==> src/rtl/init_port.sv <==
// Initiator bus port: serialises a captured address (and optional write byte)
// LSB first under arbiter grant, and deserialises incoming read bits into bytes.
module init_port (
  input  logic        clk,
  input  logic        rst_n,
  input  logic        init_req,
  input  logic        arbiter_grant,
  input  logic [15:0] init_addr_out,
  input  logic        init_addr_out_valid,
  input  logic [7:0]  init_data_out,
  input  logic        init_data_out_valid,
  input  logic        init_rw,
  input  logic        init_ready,
  input  logic        target_split,
  input  logic        target_ack,
  input  logic        bus_data_in,
  input  logic        bus_data_in_valid,
  output logic        bus_data_out,
  output logic        bus_data_out_valid,
  output logic        bus_mode,
  output logic [7:0]  init_data_in,
  output logic        init_data_in_valid,
  output logic        init_grant,
  output logic        arbiter_req,
  output logic        init_ack,
  output logic        init_split_ack,
  output logic        bus_init_ready,
  output logic        bus_init_rw
);

  typedef enum logic [1:0] {IDLE, ADDR, DATA} state_t;

  state_t      state, state_nxt;
  logic [15:0] addr_reg, addr_nxt;
  logic [7:0]  data_reg, data_nxt;
  logic        pending, pending_nxt;
  logic [4:0]  bit_cnt, cnt_nxt;
  logic        tx_bit_nxt, tx_valid_nxt, tx_mode_nxt;
  logic [2:0]  rx_count;
  logic [7:0]  rx_shift;

  assign init_grant     = arbiter_grant;
  assign arbiter_req    = init_req;
  assign bus_init_ready = init_ready;
  assign bus_init_rw    = init_rw;
  assign init_ack       = target_ack;
  assign init_split_ack = target_split;

  always_ff @(posedge clk or negedge rst_n) begin
    if (!rst_n) begin
      state              <= IDLE;
      addr_reg           <= '0;
      data_reg           <= '0;
      pending            <= 1'b0;
      bit_cnt            <= '0;
      bus_data_out       <= 1'b0;
      bus_data_out_valid <= 1'b0;
      bus_mode           <= 1'b0;
    end else begin
      state              <= state_nxt;
      addr_reg           <= addr_nxt;
      data_reg           <= data_nxt;
      pending            <= pending_nxt;
      bit_cnt            <= cnt_nxt;
      bus_data_out       <= tx_bit_nxt;
      bus_data_out_valid <= tx_valid_nxt;
      bus_mode           <= tx_mode_nxt;
    end
  end

  // A cycle without grant emits nothing and holds the bit position and mode.
  always_comb begin
    state_nxt    = state;
    addr_nxt     = addr_reg;
    data_nxt     = data_reg;
    pending_nxt  = pending;
    cnt_nxt      = bit_cnt;
    tx_bit_nxt   = bus_data_out;
    tx_valid_nxt = 1'b0;
    tx_mode_nxt  = bus_mode;
    unique case (state)
      IDLE: begin
        tx_bit_nxt  = 1'b0;
        tx_mode_nxt = 1'b0;
        if (init_addr_out_valid) begin
          addr_nxt  = init_addr_out;
          cnt_nxt   = '0;
          state_nxt = ADDR;
          if (init_data_out_valid) begin
            data_nxt    = init_data_out;
            pending_nxt = 1'b1;
          end else begin
            pending_nxt = 1'b0;
          end
        end
      end
      ADDR: begin
        if (arbiter_grant) begin
          tx_bit_nxt   = addr_reg[bit_cnt[3:0]];
          tx_valid_nxt = 1'b1;
          tx_mode_nxt  = 1'b0;
          if (bit_cnt == 5'd15) begin
            cnt_nxt   = '0;
            state_nxt = pending ? DATA : IDLE;
          end else begin
            cnt_nxt = bit_cnt + 5'd1;
          end
        end
      end
      DATA: begin
        if (arbiter_grant) begin
          tx_bit_nxt   = data_reg[bit_cnt[2:0]];
          tx_valid_nxt = 1'b1;
          tx_mode_nxt  = 1'b1;
          if (bit_cnt == 5'd7) begin
            cnt_nxt   = '0;
            state_nxt = IDLE;
          end else begin
            cnt_nxt = bit_cnt + 5'd1;
          end
        end
      end
      default: state_nxt = IDLE;
    endcase
  end

  // The final bit is merged directly into the presented byte so it appears the next cycle.
  always_ff @(posedge clk or negedge rst_n) begin
    if (!rst_n) begin
      rx_count           <= '0;
      rx_shift           <= '0;
      init_data_in       <= '0;
      init_data_in_valid <= 1'b0;
    end else begin
      init_data_in_valid <= bus_data_in_valid && (rx_count == 3'd7);
      if (bus_data_in_valid) begin
        rx_shift[rx_count] <= bus_data_in;
        rx_count           <= rx_count + 3'd1;
        if (rx_count == 3'd7)
          init_data_in <= {bus_data_in, rx_shift[6:0]};
      end
    end
  end

endmodule

==> config.mk <==
export PLATFORM = sky130hd
export DESIGN_NAME = init_port
export DESIGN_NICKNAME = d
export VERILOG_FILES = /design/src/rtl/init_port.sv
export SDC_FILE = /design/constraint.sdc
export NUM_CORES = 1
export LEC_CHECK = 0
export BUFFER_PORTS_ARGS = -buffer_cell sky130_fd_sc_hd__buf_2
export CAP_MARGIN = 30
export CORE_UTILIZATION = 58
export CTS_CLUSTER_SIZE = 10
export DETAILED_ROUTE_END_ITERATION = 16
export PLACE_DENSITY = 0.84
export SLEW_MARGIN = 20
export SYNTH_ARGS = -nofsm -noshare
export SYNTH_HDL_FRONTEND = slang
export SYNTH_SLANG_ARGS = --single-unit
==> constraint.sdc <==
create_clock -name clk -period 2.66 [get_ports clk]
set_clock_uncertainty 0.05 [all_clocks]
set_input_delay 0.266 -clock clk [delete_from_list [all_inputs] [get_ports clk]]
set_output_delay 0.266 -clock clk [all_outputs]
set_load 0.1 [all_outputs]
==> results of run 1 <==
[cell families after synthesis]
logic type	synth area share, %
compound gates	4.71
flops	52.4
fa+ha+maj	4.37
buf+inv	4.37
xor+xnor	0.340
simple gates	8.30
mux	25.5
[worst max-delay path by stage]
| stage | startpoint | end | slack [ns] | cells after the start |
|---|---|---|---|---|
| finish | bit_cnt[0]$_DFFE_PN0P_ | state[0]$_DFFE_PN0P_ | 0.69 | 8 |
| CTS | bit_cnt[0]$_DFFE_PN0P_ | state[0]$_DFFE_PN0P_ | 0.69 | 8 |
| detailed placement | bit_cnt[0]$_DFFE_PN0P_ | state[0]$_DFFE_PN0P_ | 0.71 | 8 |
| global placement | bit_cnt[0]$_DFFE_PN0P_ | state[0]$_DFFE_PN0P_ | 0.78 | 8 |
| global route | bit_cnt[0]$_DFFE_PN0P_ | bit_cnt[2]$_DFFE_PN0P_ | 0.56 | 9 |
| floorplan | bit_cnt[1]$_DFFE_PN0P_ | state[0]$_DFFE_PN0P_ | 0.90 | 7 |
[power breakdown]
part           switching (mW)  leakage [nW]  internal [mW]
clock network           0.248        0.0573          0.301
registers               0.229         0.660           1.20
logic                    1.07         0.674          0.635
total                    1.54          1.39           2.13
[per-layer routing]
| layer | track usage [%] | share of wire, % | vias up |
|---|---|---|---|
| met1 | 31.9 | 48 | 806 |
| met4 | 7.55 | 1.0 | 0 |
| met2 | 33.7 | 47 | 52 |
| met5 | 0 | 0 | - |
| met3 | 5.26 | 4.3 | 8 |
| li1 | - | - | 778 |
[cell usage after synthesis (2+ instances only)]
cell type  instances  area, µm²
o21ai_0            5       25.0
and3_1             3       18.8
dfrtp_1           54       1350
nor3b_1            2       15.0
nand3_1            7       35.0
nor2_1             7       26.3
nor2b_1            2       12.5
mux4_1             3       78.8
mux2_2            45        507
inv_1             10       37.5
o2111ai_1          2       17.5
mux2i_1            5       50.1
nand2_1            8       30.0
buf_4              6       45.0
and2_1             2       12.5
ha_1               9        113
buf_2              3       15.0
nand4b_1           2       17.5
a31oi_1            2       12.5
[metrics by stage]
step / instances / instance area (µm²)
finish: 288 / 2930
global route: 288 / 2930
global placement: 280 / 2800
detailed placement: 280 / 2800
floorplan: 195 / 2580
CTS: 288 / 2930
[cell type report]
cell class                      count  share of cell area, %
Clock buffer                        6                   2.82
Clock inverter                      1                   1.03
Inverter                           10                   1.28
Multi-Input combinational cell    120                   38.1
Sequential cell                    54                   46.2
Tap cell                           50                   2.14
Timing Repair Buffer               47                   8.47
==> flow_summary.yaml, run 1 <==
place:
  dp_slack_ns: 0.705
  dp_hpwl_um: 3340
  gp_congestion: 0.881
  io_buffers: 43
logic_synthesis:
  synth_edf_count: 0
  postSynth.asyncResetShare_pct: 100
  synthDistinctLibCells: 37
  yosys_warnings: 0
  netlist_instances: 195
  synth_nets: 240
  netlist_area_um2: 2580
  synth-main-ff-cell: "dfrtp_1"
  ys_ff_latch: 54
  yosysSeqAreaShare_pct: 52.4
  postSynthAreaPerCell_um2: 13.2
hold_path:
  worstHoldStart: "init_data_out[6]"
  hp-class: "in2reg"
  holdPathEnd: "data_reg[6]$_DFFE_PN0P_"
  hold_depth: 2
floorplanning:
  die_area_um2: 4720
  fp-row-count: 23
  coreArea_um2: 4140
  start_util_pct: 62.2
  fp.dieW_um: 68.7
  die_h_um: 68.7
  pin_count: 54
timing:
  worst_pin_slew_ns: 0.689
  timing.final.crit_period_ns: 1.97
  report.final.slew_viol_count: 0
  tns_ns: 0
  rsz0062_at_grt: "false"
  slew_headroom_pct: 54.0
  hold_violations: 0
  timing.fmax_mhz: 507
  timing.hold.ws_ns: 0.142
  finalCritPeriodShare_pct: 74.2
  setup_viol: 0
  setup_ws_ns: 0.687
power:
  leakagePower_nw: 1.39
  irDropWorstVdd_uv: 835
  powerDensity_nw_per_um2: 1260
  p_total_mw: 3.67
cts:
  htree_levels: 2
  clock-sinks: 54
  hold_buffers: 1
  clk_latency_ns: 0.30
  tritoncts: "yes"
  cts_buffer_depth: 2
  numCtsBuffers: 5
  post-cts-setup-buffers: 0
  cts.clk_slew.worst_paths_ns: 0.09
  cts_root_buffer: "clkbuf_8"
  post_cts_resized: 0
worst_setup_path:
  rr_worst_depth: 8
  crit_path_end_kind: "register"
  regToRegEndpoint: "state[0]$_DFFE_PN0P_"
  critPathSlowestCell: "dfrtp_1"
  cp_max_fo: 11
  critical_path.most_common_cell: "ha_1"
  crit_buf_inv: 2
  rr_startpoint: "bit_cnt[0]$_DFFE_PN0P_"
  start_kind: "register"
  cpPeakStageDelay_ns: 0.34
  path_cells: "buf_4 -> ha_1 -> nand3_1 -> inv_1 -> ha_1 -> nand2_1 -> a211o_1 -> mux2_2"
  r2r_setup_slack_ns: 0.69
  cp.required_ns: 2.80
  worst_ep_arrival_time_ns: 2.11
  criticalPathCategory: "reg2reg"
  critPathTopFamily: "adder cells"
layout:
  antenna_cells: 0
  syn_to_final_growth_pct: 13.5
  regArea_um2: 1350
  n_fill_cell: 295
  layout_common_cells: "54 x dfrtp_1, 45 x mux2_2, 43 x buf_2"
  drive_gt1_share_pct: 42.9
  largest_reg_flops: 16
  multiInputGateArea_um2: 1110
  final_common_cell: "dfrtp_1"
  nets: 283
  postLayoutCoreUtil_pct: 70.6
grt:
  grt_antenna_before_repair: 0
  gr-total-overflow: 0
  grt_pass1_wl_um: 7560
  grt_usage_pct: 22.4
  grt_max_degree: 28
  grt_pass1_vias: 1580
detailed_routing:
  dr.pass1.iters: 4
  viasPerCell: 5.71
  post-route-drc-count: 0
  wl_um: 4610
  num_vias: 1644
  first_iter_violations: 147
  wl_per_cell_um: 16.0
  ant_nets: 0
flow_run:
  drv_cap: 0
status:
  status: "completed"
Note: power is estimated with default switching activity, not from simulation.
==> run 2, diff against run 1 <==
--- a/config.mk
+++ b/config.mk
@@ -5,12 +5,13 @@
 export SDC_FILE = /design/constraint.sdc
 export NUM_CORES = 1
 export LEC_CHECK = 0
+export ABC_AREA = 1
 export BUFFER_PORTS_ARGS = -buffer_cell sky130_fd_sc_hd__buf_2
 export CAP_MARGIN = 30
-export CORE_UTILIZATION = 58
+export CORE_UTILIZATION = 49
 export CTS_CLUSTER_SIZE = 10
 export DETAILED_ROUTE_END_ITERATION = 16
-export PLACE_DENSITY = 0.84
+export PLACE_DENSITY = 0.76
 export SLEW_MARGIN = 20
 export SYNTH_ARGS = -nofsm -noshare
 export SYNTH_HDL_FRONTEND = slang
==> constraint.sdc (replaced) <==
create_clock -name clk -period 1.8 [get_ports clk]
set_clock_uncertainty 0.05 [all_clocks]
set_input_delay 0.18 -clock clk [delete_from_list [all_inputs] [get_ports clk]]
set_output_delay 0.18 -clock clk [all_outputs]
set_load 0.1 [all_outputs]
==> run 2 against run 1 <==
Sequential cell count unchanged. Maximum frequency is 14% higher. Worst setup slack got worse by 0.62 ns. Largest power group unchanged. Highest routed layer unchanged. Critical endpoint is now bit_cnt[2]$_DFFE_PN0P_.
==> flow_summary.yaml, run 2 <==
status:
  status: "completed"
logic_synthesis:
  netlist_area_um2: 2600
  synth_top_area_share_pct: 52.0
  ys_ff_latch: 54
  postSynth.asyncResetShare_pct: 100
  synth_nets: 347
  postSynthAreaPerCell_um2: 8.60
  yosysSeqAreaShare_pct: 52.0
  synth_edf_count: 0
  synthTopCellsByArea: "dfrtp_1 52%, nand2_1 12%, inv_1 5.9%"
  synthDistinctLibCells: 27
  synth-main-ff-cell: "dfrtp_1"
  netlist_instances: 302
  synth_commonest_cells: "81 x nand2_1, 54 x dfrtp_1, 41 x inv_1, 24 x o21ai_0, 20 x nand3_1"
  yosys_warnings: 0
  yosysMostFrequentCell: "nand2_1"
  synth_top_area_cell: "dfrtp_1"
worst_setup_path:
  worst_ep_arrival_time_ns: 1.89
  critical_path.most_common_cell: "inv_2"
  cp.required_ns: 1.96
  cpPeakStageDelay_ns: 0.43
  path_cells: "inv_2 -> ha_2 -> o21bai_4 -> inv_2 -> or2_4 -> nor2_4 -> inv_2 -> o21ai_1 -> inv_1"
  criticalPathCategory: "reg2reg"
  crit_buf_inv: 4
  critPathTopFamily: "simple AND/OR/NAND/NOR gates"
  critPathSlowestCell: "dfrtp_1"
  crit_path_end_kind: "register"
  start_kind: "register"
  cp_max_fo: 5
place:
  place_area_um2: 2890
  io_buffers: 43
  dp_cells: 411
  gp_congestion: 0.870
  dp_hpwl_um: 3800
  dp_slack_ns: 0.0948
cts:
  cts.clk_slew.worst_paths_ns: 0.09
  cts_root_buffer: "clkbuf_8"
  clk_latency_ns: 0.31
  cts_buffer_depth: 2
  clock-sinks: 54
  tritoncts: "yes"
  numCtsBuffers: 5
  htree_levels: 2
timing:
  timing.hold.ws_ns: 0.0278
  setup_viol: 0
  timing.fmax_mhz: 576
  finalCritPeriodShare_pct: 96.4
  slew_headroom_pct: 67.7
  hold_violations: 0
  timing.final.crit_period_ns: 1.73
  report.final.slew_viol_count: 0
  tns_ns: 0
  worst_pin_slew_ns: 0.488
  setup_ws_ns: 0.0652
layout:
  fin_area_um2: 3120
  antenna_cells: 0
  regArea_um2: 1350
  fin_cells: 422
  layout_common_cells: "80 x nand2_1, 54 x dfrtp_1, 43 x buf_2"
  final_common_cell: "nand2_1"
  n_fill_cell: 461
  largest_reg_flops: 16
  drive_gt1_share_pct: 25.0
  syn_to_final_growth_pct: 20.2
  nets: 396
  multiInputGateArea_um2: 1050
  postLayoutCoreUtil_pct: 61.1
grt:
  grt_pass1_vias: 1953
  use_met1_pct: 26.2
  busiest_layer: "met2"
  grt_usage_pct: 20.3
  grtUsageMet3_pct: 4.02
  use_met2_pct: 34.0
  grt_pass1_wl_um: 8620
  grt_antenna_before_repair: 0
  gr-total-overflow: 0
  grt_max_degree: 32
floorplanning:
  die_area_um2: 5590
  pin_count: 54
  fp-row-count: 26
  fp.dieW_um: 74.8
  start_util_pct: 50.8
  coreArea_um2: 5110
  die_h_um: 74.8
detailed_routing:
  viasPerCell: 4.92
  num_vias: 2075
  wl_um: 5170
  wl_per_cell_um: 12.3
  post-route-drc-count: 0
  dr.pass1.iters: 4
  ant_nets: 0
  first_iter_violations: 101
flow_run:
  drv_cap: 0
power:
  p_total_mw: 5.52
  leakagePower_nw: 1.60
  powerDensity_nw_per_um2: 1770
  irDropWorstVdd_uv: 1090
hold_path:
  hp-class: "in2reg"
run 2: timing repair:
action | in CTS | in global routing
buffers inserted | 0 | 2
endpoints found under the hold margin | 18 | 0
endpoints found under the setup margin | 0 | 5
hold buffers | 1 | 0
resized for setup | 0 | 16
run 2: where the power goes:
group / switching, mW / total [mW] / internal (mW)
sequential: 0.257 / 1.99 / 1.73
combinational: 1.83 / 2.55 / 0.717
clock: 0.391 / 0.984 / 0.593
run 2: tightest hold or removal path, cell delays in order:
cell	delay, ns
buf_2	0.08
nand2_1	0.04
o21ai_0	0.06
run 2: final timing paths:
| check | start | end | slack, ns | cells past startpoint |
|---|---|---|---|---|
| setup / recovery | state[0]$_DFFE_PN0P_ | bit_cnt[2]$_DFFE_PN0P_ | 0.07 | 9 |
| max in group asynchronous | rst_n | addr_reg[8]$_DFFE_PN0P_ | 0.82 | 3 |
| min in group asynchronous | rst_n | addr_reg[11]$_DFFE_PN0P_ | 0.28 | 2 |
| hold / removal | init_addr_out[4] | addr_reg[4]$_DFFE_PN0P_ | 0.03 | 3 |
| hold reg to reg | init_data_in[3]$_DFFE_PN0P_ | init_data_in[3]$_DFFE_PN0P_ | 0.43 | 2 |
| setup reg to reg | state[0]$_DFFE_PN0P_ | bit_cnt[2]$_DFFE_PN0P_ | 0.07 | 9 |
run 2: logic make-up (layout without fill, tap and decap cells):
group / Yosys count / in the layout / share of synthesized area [%]
muxes: 4 / 4 / 1.73
AOI/OAI and AO/OA: 53 / 53 / 11.7
DFF: 54 / 54 / 52.0
xor gates and xnor gates: 2 / 2 / 0.675
buffers and inverters: 59 / 109 / 9.64
adders and majority gates: 9 / 9 / 4.34
and+or+nand+nor: 121 / 121 / 19.9
run 2: layout make-up:
class / instances / area share, %
Multi-Input combinational cell: 189 / 33.8
Sequential cell: 54 / 43.3
Tap cell: 70 / 2.81
Clock buffer: 6 / 2.65
Clock inverter: 2 / 1.92
Timing Repair Buffer: 56 / 10.1
Inverter: 45 / 5.41
run 2: per-layer routing:
metal / up-vias / wire (µm)
met2: 51 / 2480
met1: 969 / 2420
met4: 0 / 61
li1: 1049 / -
met3: 6 / 213
met5: - / 0
==> run 3, diff against run 2 <==
--- a/config.mk
+++ b/config.mk
@@ -8,10 +8,12 @@
 export ABC_AREA = 1
 export BUFFER_PORTS_ARGS = -buffer_cell sky130_fd_sc_hd__buf_2
 export CAP_MARGIN = 30
-export CORE_UTILIZATION = 49
+export CELL_PAD_IN_SITES_DETAIL_PLACEMENT = 0
+export CELL_PAD_IN_SITES_GLOBAL_PLACEMENT = 1
+export CORE_UTILIZATION = 36
 export CTS_CLUSTER_SIZE = 10
 export DETAILED_ROUTE_END_ITERATION = 16
-export PLACE_DENSITY = 0.76
+export PLACE_DENSITY_LB_ADDON = 0.1
 export SLEW_MARGIN = 20
 export SYNTH_ARGS = -nofsm -noshare
 export SYNTH_HDL_FRONTEND = slang
==> run 3 against run 2 <==
Non-clock buffer count down 3. Clock power fell by 16%. Worst setup slack better by 0.056 ns. Maximum frequency rose by 3.4%. Core utilization fell by 16 points. Sequential cell count unchanged. Sequential share of layout area grew 0.80 points. Wire length increased by 2.0%. Final area decreased by 1.8%. Worst hold slack improved by 0.0034 ns. Critical path type unchanged. Critical endpoint unchanged. Highest routed layer unchanged.
==> flow_summary.yaml, run 3 (synthesis gave the netlist of run 2 again) <==
status:
  status: "completed"
timing:
  finalCritPeriodShare_pct: 93.2
  worst_pin_slew_ns: 0.478
  report.final.slew_viol_count: 0
  timing.final.crit_period_ns: 1.68
  rsz0062_at_grt: "false"
  tns_ns: 0
  setup_ws_ns: 0.122
  hold_violations: 0
  slew_headroom_pct: 68.0
  setup_viol: 0
  timing.hold.ws_ns: 0.0312
  timing.fmax_mhz: 596
grt:
  grt_max_degree: 55
  grt_pass1_vias: 2029
  grt_antenna_before_repair: 0
  grt_pass1_wl_um: 9450
  gr-total-overflow: 0
  grt_usage_pct: 16.1
cts:
  numCtsBuffers: 5
  clk_latency_ns: 0.30
  cts_buffer_depth: 2
  htree_levels: 2
  cts_root_buffer: "clkbuf_8"
  cts.clk_slew.worst_paths_ns: 0.09
  tritoncts: "yes"
  clock-sinks: 54
worst_setup_path:
  cp.required_ns: 1.95
  crit_path_end_kind: "register"
  r2r_setup_slack_ns: 0.12
  worst_ep_arrival_time_ns: 1.83
  cp_max_fo: 5
  start_kind: "register"
  rr_startpoint: "state[0]$_DFFE_PN0P_"
  rr_worst_depth: 9
  regToRegEndpoint: "bit_cnt[2]$_DFFE_PN0P_"
  criticalPathCategory: "reg2reg"
place:
  dp_cells: 436
  io_buffers: 43
  dp_hpwl_um: 3830
  gp_congestion: 0.804
  dp_slack_ns: 0.110
detailed_routing:
  dr.pass1.iters: 4
  num_vias: 1988
  viasPerCell: 4.48
  wl_per_cell_um: 11.9
  ant_nets: 0
  post-route-drc-count: 0
  first_iter_violations: 54
  wl_um: 5270
layout:
  drive_gt1_share_pct: 21.8
  largest_reg_flops: 16
  nets: 393
  syn_to_final_growth_pct: 18.0
  layout_common_cells: "81 x nand2_1, 54 x dfrtp_1, 43 x buf_2"
  antenna_cells: 0
  final_common_cell: "nand2_1"
  fin_cells: 444
power:
  irDropWorstVdd_uv: 994
  p_total_mw: 5.25
  leakagePower_nw: 1.58
  powerDensity_nw_per_um2: 1710
floorplanning:
  die_area_um2: 7560
  pin_count: 54
  die_h_um: 86.9
  fp.dieW_um: 86.9
  fp-row-count: 30
  start_util_pct: 37.8
  coreArea_um2: 6870
flow_run:
  drv_cap: 0
hold_path:
  hp-class: "in2reg"
  hold_depth: 3
  worstHoldStart: "init_addr_out[10]"
  holdPathEnd: "addr_reg[10]$_DFFE_PN0P_"
-- run 3: changes by cell type in the layout (fill, tap and decap cells not counted), moves of 2 or more --
cell / before / now
ha_1: 5 / 8
inv_1: 39 / 41
ha_4: 2 / 0
inv_2: 5 / 3
buf_4: 12 / 8
-- run 3: area by class of cell --
cell class              count  area [µm²]
clock buffers               6        82.6
clock inverters             1        30.0
fillers                   712        3800
inverters                  45         169
multi-input cells         189        1010
flip-flops and latches     54        1350
well taps                  96         120
repair buffers             53         305
-- run 3: what timing repair did --
item	CTS	global route
endpoints found under the setup margin	0	3
hold buffers	1	0
endpoints found under the hold margin	54	0
buffers inserted	0	0
gates resized for setup	0	3
-- run 3: how the worst max path moves through the flow --
| stage | cells after the start | start | to | slack [ns] |
|---|---|---|---|---|
| 2_1_floorplan | 9 | state[0]$_DFFE_PN0P_ | bit_cnt[2]$_DFFE_PN0P_ | 0.20 |
| 3_3_place_gp | 9 | state[1]$_DFFE_PN0P_ | bit_cnt[2]$_DFFE_PN0P_ | 0.10 |
| 3_5_place_dp | 9 | state[1]$_DFFE_PN0P_ | bit_cnt[2]$_DFFE_PN0P_ | 0.11 |
| 4_1_cts | 9 | state[1]$_DFFE_PN0P_ | bit_cnt[2]$_DFFE_PN0P_ | 0.08 |
| 5_1_grt | 8 | state[1]$_DFFE_PN0P_ | data_reg[3]$_DFFE_PN0P_ | 0.006 |
| 6_report | 9 | state[0]$_DFFE_PN0P_ | bit_cnt[2]$_DFFE_PN0P_ | 0.12 |
-- run 3: layer usage --
layer  wire length, µm  vias to the layer above  GRT usage [%]
met3               225                        7           3.51
met1              2740                      899           22.5
li1                  -                     1044              -
met4                76                        0           5.00
met5                 0                        -              0
met2              2230                       38           24.8
-- run 3: report_power, final --
group	switching (mW)	internal, mW
clock network	0.377	0.445
logic	1.78	0.667
registers	0.245	1.73
total	2.40	2.84
-- run 3: per-stage QoR --
stage,cell area [µm²],util (%)
after floorplan,2600,-
after global placement,2930,42.7
after CTS,3050,44.4
final,3060,44.6
after global routing,3060,44.6
after detailed placement,2930,42.7
-- run 3: critical path, stage by stage, from the launching register on --
cell	delay [ns]
dfrtp_1	0.39
inv_1	0.08
ha_1	0.22
o21bai_2	0.14
inv_2	0.07
or2_4	0.27
nor2_4	0.15
inv_2	0.05
o21ai_1	0.11
inv_1	0.05
